$ cat src/rtl/tt_dispatch_scheduler.sv
// tt_dispatch_scheduler: walks a static schedule table against the global time base and
// issues time-triggered (TT) messages to the source FSM. Event-triggered (ET) requests fill
// the idle time between slots.
// Optional build macro TT_ET_GUARD_EN: ET is granted only when the next valid slot is more
// than GUARD ticks away. Without it, ET is granted whenever the path is idle and no TT slot
// is pending. A TT slot that collides with an ET transfer then shows up in late_cnt.

module tt_dispatch_scheduler #(
  parameter int unsigned ENTRIES = 8,
  parameter int unsigned PHASE_W = 16,
  parameter int unsigned ADDR_W  = 32,
  parameter int unsigned LEN_W   = 10,
  parameter int unsigned GUARD   = 64
) (
  input  logic                       clk,
  input  logic                       reset_n,
  input  logic [63:0]                GTB,
  input  logic                       enable,
  input  logic                       cfg_we,
  input  logic [$clog2(ENTRIES)-1:0] cfg_idx,
  input  logic                       cfg_valid,
  input  logic [PHASE_W-1:0]         cfg_offset,
  input  logic [ADDR_W-1:0]          cfg_dest,
  input  logic [LEN_W-1:0]           cfg_len,
  input  logic                       et_req,
  input  logic [ADDR_W-1:0]          et_dest,
  input  logic [LEN_W-1:0]           et_len,
  output logic                       et_grant,
  output logic                       trigger,
  output logic [ADDR_W-1:0]          destination_address,
  output logic [LEN_W-1:0]           msglen,
  input  logic                       src_done,
  output logic                       busy,
  output logic                       tt_active,
  output logic [$clog2(ENTRIES)-1:0] slot_idx,
  output logic [15:0]                late_cnt,
  output logic [15:0]                miss_cnt
);

  localparam int unsigned IdxW = $clog2(ENTRIES);

  typedef enum logic [1:0] {StIdle, StTtIssue, StEtIssue, StBusy} state_e;

  state_e              state_q;
  logic [ENTRIES-1:0]  valid_q;
  logic [PHASE_W-1:0]  offset_q [ENTRIES];
  logic [ADDR_W-1:0]   dest_q   [ENTRIES];
  logic [LEN_W-1:0]    len_q    [ENTRIES];
  logic [IdxW-1:0]     ptr_q;
  logic [IdxW-1:0]     pend_idx_q;
  logic                tt_pending_q;
  // Set once the pending slot has waited past its on-time issue edge.
  logic                pend_late_q;

  logic [PHASE_W-1:0]  phase;
  logic                cur_valid;
  logic                match;
  logic                fsm_idle;
  logic                tt_start;
  logic                et_start;
  logic                et_allowed;
  logic                unused_gtb;

  assign phase      = GTB[PHASE_W-1:0];
  assign unused_gtb = ^GTB[63:PHASE_W];
  assign cur_valid  = valid_q[ptr_q];
  assign match      = enable & cur_valid & (phase == offset_q[ptr_q]);
  assign fsm_idle   = (state_q == StIdle);
  assign tt_start   = fsm_idle & enable & tt_pending_q;
  assign et_start   = fsm_idle & enable & ~tt_pending_q & et_req & et_allowed;

`ifdef TT_ET_GUARD_EN
  localparam logic [PHASE_W-1:0] GuardTicks = PHASE_W'(GUARD);
  logic [PHASE_W-1:0] slack;
  // Modular distance to the slot under the pointer; wraps with the phase.
  assign slack      = offset_q[ptr_q] - phase;
  assign et_allowed = ~cur_valid | (slack > GuardTicks);
`else
  assign et_allowed = 1'b1;
`endif

  // Schedule table registers; a write is visible to the pointer logic on the next cycle.
  always_ff @(posedge clk or negedge reset_n) begin
    if (!reset_n) begin
      valid_q <= '0;
      for (int i = 0; i < int'(ENTRIES); i++) begin
        offset_q[i] <= '0;
        dest_q[i]   <= '0;
        len_q[i]    <= '0;
      end
    end else if (cfg_we) begin
      valid_q[cfg_idx]  <= cfg_valid;
      offset_q[cfg_idx] <= cfg_offset;
      dest_q[cfg_idx]   <= cfg_dest;
      len_q[cfg_idx]    <= cfg_len;
    end
  end

  // Table walk: skip invalid entries, hold on a valid one until its phase arrives.
  always_ff @(posedge clk or negedge reset_n) begin
    if (!reset_n) begin
      ptr_q        <= '0;
      pend_idx_q   <= '0;
      tt_pending_q <= 1'b0;
      pend_late_q  <= 1'b0;
      late_cnt     <= '0;
      miss_cnt     <= '0;
    end else if (!enable) begin
      ptr_q        <= '0;
      tt_pending_q <= 1'b0;
      pend_late_q  <= 1'b0;
    end else begin
      if (!cur_valid || match) begin
        ptr_q <= ptr_q + IdxW'(1);
      end
      // A new match always replaces the pending slot, even one being issued this edge.
      if (match) begin
        tt_pending_q <= 1'b1;
        pend_idx_q   <= ptr_q;
        pend_late_q  <= 1'b0;
        if (tt_pending_q && miss_cnt != 16'hFFFF) begin
          miss_cnt <= miss_cnt + 16'd1;
        end
      end else if (tt_start) begin
        tt_pending_q <= 1'b0;
      end else if (tt_pending_q) begin
        pend_late_q <= 1'b1;
      end
      if (tt_start && pend_late_q && late_cnt != 16'hFFFF) begin
        late_cnt <= late_cnt + 16'd1;
      end
    end
  end

  // Issue FSM with registered trigger/grant/busy outputs.
  always_ff @(posedge clk or negedge reset_n) begin
    if (!reset_n) begin
      state_q             <= StIdle;
      trigger             <= 1'b0;
      et_grant            <= 1'b0;
      busy                <= 1'b0;
      tt_active           <= 1'b0;
      destination_address <= '0;
      msglen              <= '0;
      slot_idx            <= '0;
    end else begin
      trigger  <= 1'b0;
      et_grant <= 1'b0;
      case (state_q)
        StIdle: begin
          if (tt_start) begin
            state_q             <= StTtIssue;
            trigger             <= 1'b1;
            destination_address <= dest_q[pend_idx_q];
            msglen              <= len_q[pend_idx_q];
            slot_idx            <= pend_idx_q;
          end else if (et_start) begin
            state_q             <= StEtIssue;
            trigger             <= 1'b1;
            et_grant            <= 1'b1;
            destination_address <= et_dest;
            msglen              <= et_len;
          end
        end
        StTtIssue: begin
          state_q   <= StBusy;
          busy      <= 1'b1;
          tt_active <= 1'b1;
        end
        StEtIssue: begin
          state_q   <= StBusy;
          busy      <= 1'b1;
          tt_active <= 1'b0;
        end
        StBusy: begin
          if (src_done) begin
            state_q   <= StIdle;
            busy      <= 1'b0;
            tt_active <= 1'b0;
          end
        end
        default: state_q <= StIdle;
      endcase
    end
  end

endmodule

$ cat config.mk
export PLATFORM = sky130hd
export DESIGN_NAME = tt_dispatch_scheduler
export DESIGN_NICKNAME = d
export VERILOG_FILES = /design/src/rtl/tt_dispatch_scheduler.sv
export SDC_FILE = /design/constraint.sdc
export NUM_CORES = 1
export LEC_CHECK = 0
export CORE_AREA = 8 8 187 260
export CTS_BUF_LIST = sky130_fd_sc_hd__clkbuf_8 sky130_fd_sc_hd__clkbuf_16
export DETAILED_ROUTE_END_ITERATION = 10
export DIE_AREA = 0 0 195 268
export PLACE_DENSITY = 0.77
export SYNTH_ARGS = -nofsm -noshare
export SYNTH_HDL_FRONTEND = slang
export SYNTH_SLANG_ARGS = --single-unit
$ cat constraint.sdc
create_clock -name clk -period 3.6 [get_ports clk]
set_input_delay 0.9 -clock clk [delete_from_list [all_inputs] [get_ports clk]]
set_output_delay 0.9 -clock clk [all_outputs]
set_load 0.1 [all_outputs]
==> flow_metrics.tcl <==
set metrics [dict create \
    stdcell_count 2528 \
    fin_crit_sh_pct 89.9 \
    drc 0 \
    start_kind "flip-flop" \
    worstSetupEndpointType "flip-flop" \
    drive_gt1_share_pct 41.3 \
    max_slew_margin_pct 34.9 \
    die_w_um 195 \
    final_area_um2 29800 \
    place_congestion 0.792 \
    outcome "complete, no violations" \
    row_count 92 \
    synth_common_cells "dfrtp_1, mux2_2, mux4_2" \
    nets 2094 \
    synth_top_cell_area_share_pct 55.9 \
    timing.hold.ws_ns 0.342 \
    synth.most_common_cell "dfrtp_1" \
    syn-num-nets 1895 \
    ys_warn_count 0 \
    worstMarginPinSlew_ns 0.973 \
    peakVddDrop_mv 0.519 \
    rsz0062_at_grt "no" \
    io_buffers 206 \
    crit_type "reg2reg" \
    cts_tree "done" \
    grt_pass1_wl_um 94200 \
    p_leak_uw 0.0127 \
    syn_area_um2 25200 \
    ys_seq_area_share_pct 55.9 \
    dieArea_um2 52300 \
    clock_path_buffers 3 \
    drv_cap 0 \
    finalSetupViolCount 0 \
    firstDrtPassIters 5 \
    dieHeight_um 268 \
    clock_sinks 563 \
    min_period_ns 3.24 \
    p_per_area_nw_per_um2 664 \
    yosys.area.top_type "dfrtp_1" \
    arrival_ns 3.73 \
    grt_antenna_before_repair 7 \
    ys_types 44 \
    initial_core_util_pct 56.4 \
    grt_util_all_layers_pct 22.5 \
    power_uw 19800 \
    ys.flop_type "dfrtp_1" \
    slew_viol_final 0 \
    synthArstFlopShare_pct 100 \
    boundaryPins 255 \
    cts_hold_buf 0 \
    synth-edff-count 0 \
    postSynthCellCount 1715 \
    cp_data_required_time_ns 4.09 \
    drt-initial-drc-count 783 \
    dpl_cell_area_um2 28000 \
    wl_per_cell_um 22.7 \
    syn_area_per_cell_um2 14.7 \
    totalWireLength_um 57400 \
    max_freq_mhz 309 \
    grt_pass1_vias 16900 \
    dp_hpwl_um 35000 \
    postRouteAntennaNets 0 \
    htree_levels 2 \
    ys_ff_latch 563 \
    cts-resized-gates 0 \
    syn2layout_area_growth_pct 18.5 \
    cp_max_fo 16 \
    insertion_delay_ns 0.58 \
    synthTopCellsByArea "dfrtp_1, mux2_2, mux4_2" \
    clockRootBuffer "clkbuf_16" \
    finalHoldViolCount 0 \
    dr_total_vias 15000 \
    cts.clk_slew.worst_paths_ns 0.06 \
    grt_max_degree 93 \
    overflow 0 \
    cts_buffers 54 \
    core-area_um2 44700 \
    via_per_inst 5.94 \
    post_cts_buffers 0 \
    finClkSkew_ns 0.0149 \
    hold_class "in2async" \
    dp_cells 2422 \
    setup_tns_ns 0 \
]
## power by group
| part | internal [µW] | total (µW) | switching (µW) | leakage, µW |
|---|---|---|---|---|
| Combinational | 2260 | 5510 | 3250 | 0.00490 |
| Sequential | 7750 | 8500 | 743 | 0.00684 |
| Clock | 3460 | 5820 | 2360 | 0.000978 |
| Total | 13500 | 19800 | 6350 | 0.0127 |
## cell families (layout without fill, tap and decap cells)
kind of cell             count (synthesis)  count (layout)  share of synthesized area, %
adder cells (fa/ha/maj)                  6               6                         0.298
XOR/XNOR                                38              38                          1.32
flip-flops                             563             563                          55.9
other                                    0               7                             0
AO/OA/AOI/OAI                          129             129                          2.89
AND/OR/NAND/NOR                        197             197                          3.81
buffers and inverters                  120             362                          1.97
multiplexers                           662             662                          33.8
## layout make-up
cell class	count	area (µm²)
multi-input combinational	1032	10600
clock buffer	73	1650
tap	564	706
sequential	563	14100
fill	3205	14800
antenna	7	17.5
timing repair buffer	253	2490
clock inverter	26	214
inverter	10	37.5
## registers in the layout (all words and copies together), names as in the netlist
register,cells
valid_q,8
tt_active,1
destination_address,32
slot_idx,3
ptr_q,3
miss_cnt,16
tt_pending_q,1
busy,1
dest_q,256
trigger,1
pend_idx_q,3
pend_late_q,1
len_q,80
offset_q,128
state_q,2
et_grant,1
late_cnt,16
msglen,10
## worst paths after layout
check                      depth (start not counted)                     from                      end  slack (ns)
hold reg to reg                                    2  destination_address[14]  destination_address[14]        0.48
hold / removal                                     1                  reset_n              miss_cnt[4]        0.34
setup reg to reg                                   8                 ptr_q[2]              miss_cnt[8]        0.36
setup / recovery                                   8                 ptr_q[2]              miss_cnt[8]        0.36
max in group asynchronous                          3                  reset_n               valid_q[6]        2.26
min in group clk                                   2  destination_address[14]  destination_address[14]        0.48
## through the flow
| stage | setup WS, ns | util (%) |
|---|---|---|
| after global routing | 0.101 | 66.8 |
| after floorplan | 0.825 | - |
| after CTS | 0.326 | 66.8 |
| after detailed placement | 0.324 | 62.6 |
| final | 0.365 | 66.8 |
| after global placement | 0.387 | 62.6 |
## metal layers
metal	routed length, µm	global-route usage [%]	up-vias
met5	27	0	-
met3	1980	3.45	104
li1	-	-	6669
met1	23800	28.5	7975
met4	1570	7.66	4
met2	30000	39.5	257
## layout by cell type (no fill, tap or decap), types with 7 or more instances in the layout
cell type / instances
a21oi_1: 49
a22oi_1: 10
and3_1: 12
buf_12: 22
buf_4: 105
clkbuf_16: 57
clkbuf_8: 16
clkdlybuf4s50_1: 125
dfrtp_1: 559
diode_2: 7
inv_1: 25
mux2_2: 481
mux2i_1: 79
mux4_2: 102
nand2_1: 68
nand3_1: 13
nand4_1: 10
nor2_1: 57
nor3_1: 7
o21ai_0: 51
xnor2_1: 18
xor2_1: 20
## critical path: stages, from the launching register on
cell and delay [ns]:
dfrtp_1 0.77, mux4_2 0.42, mux2i_1 0.21, xor2_1 0.23
o2111ai_1 0.20, nor4_4 0.49, nand4_4 0.33, nor3_1 0.29
xor2_1 0.20
Note: power is estimated with default switching activity, not from simulation.
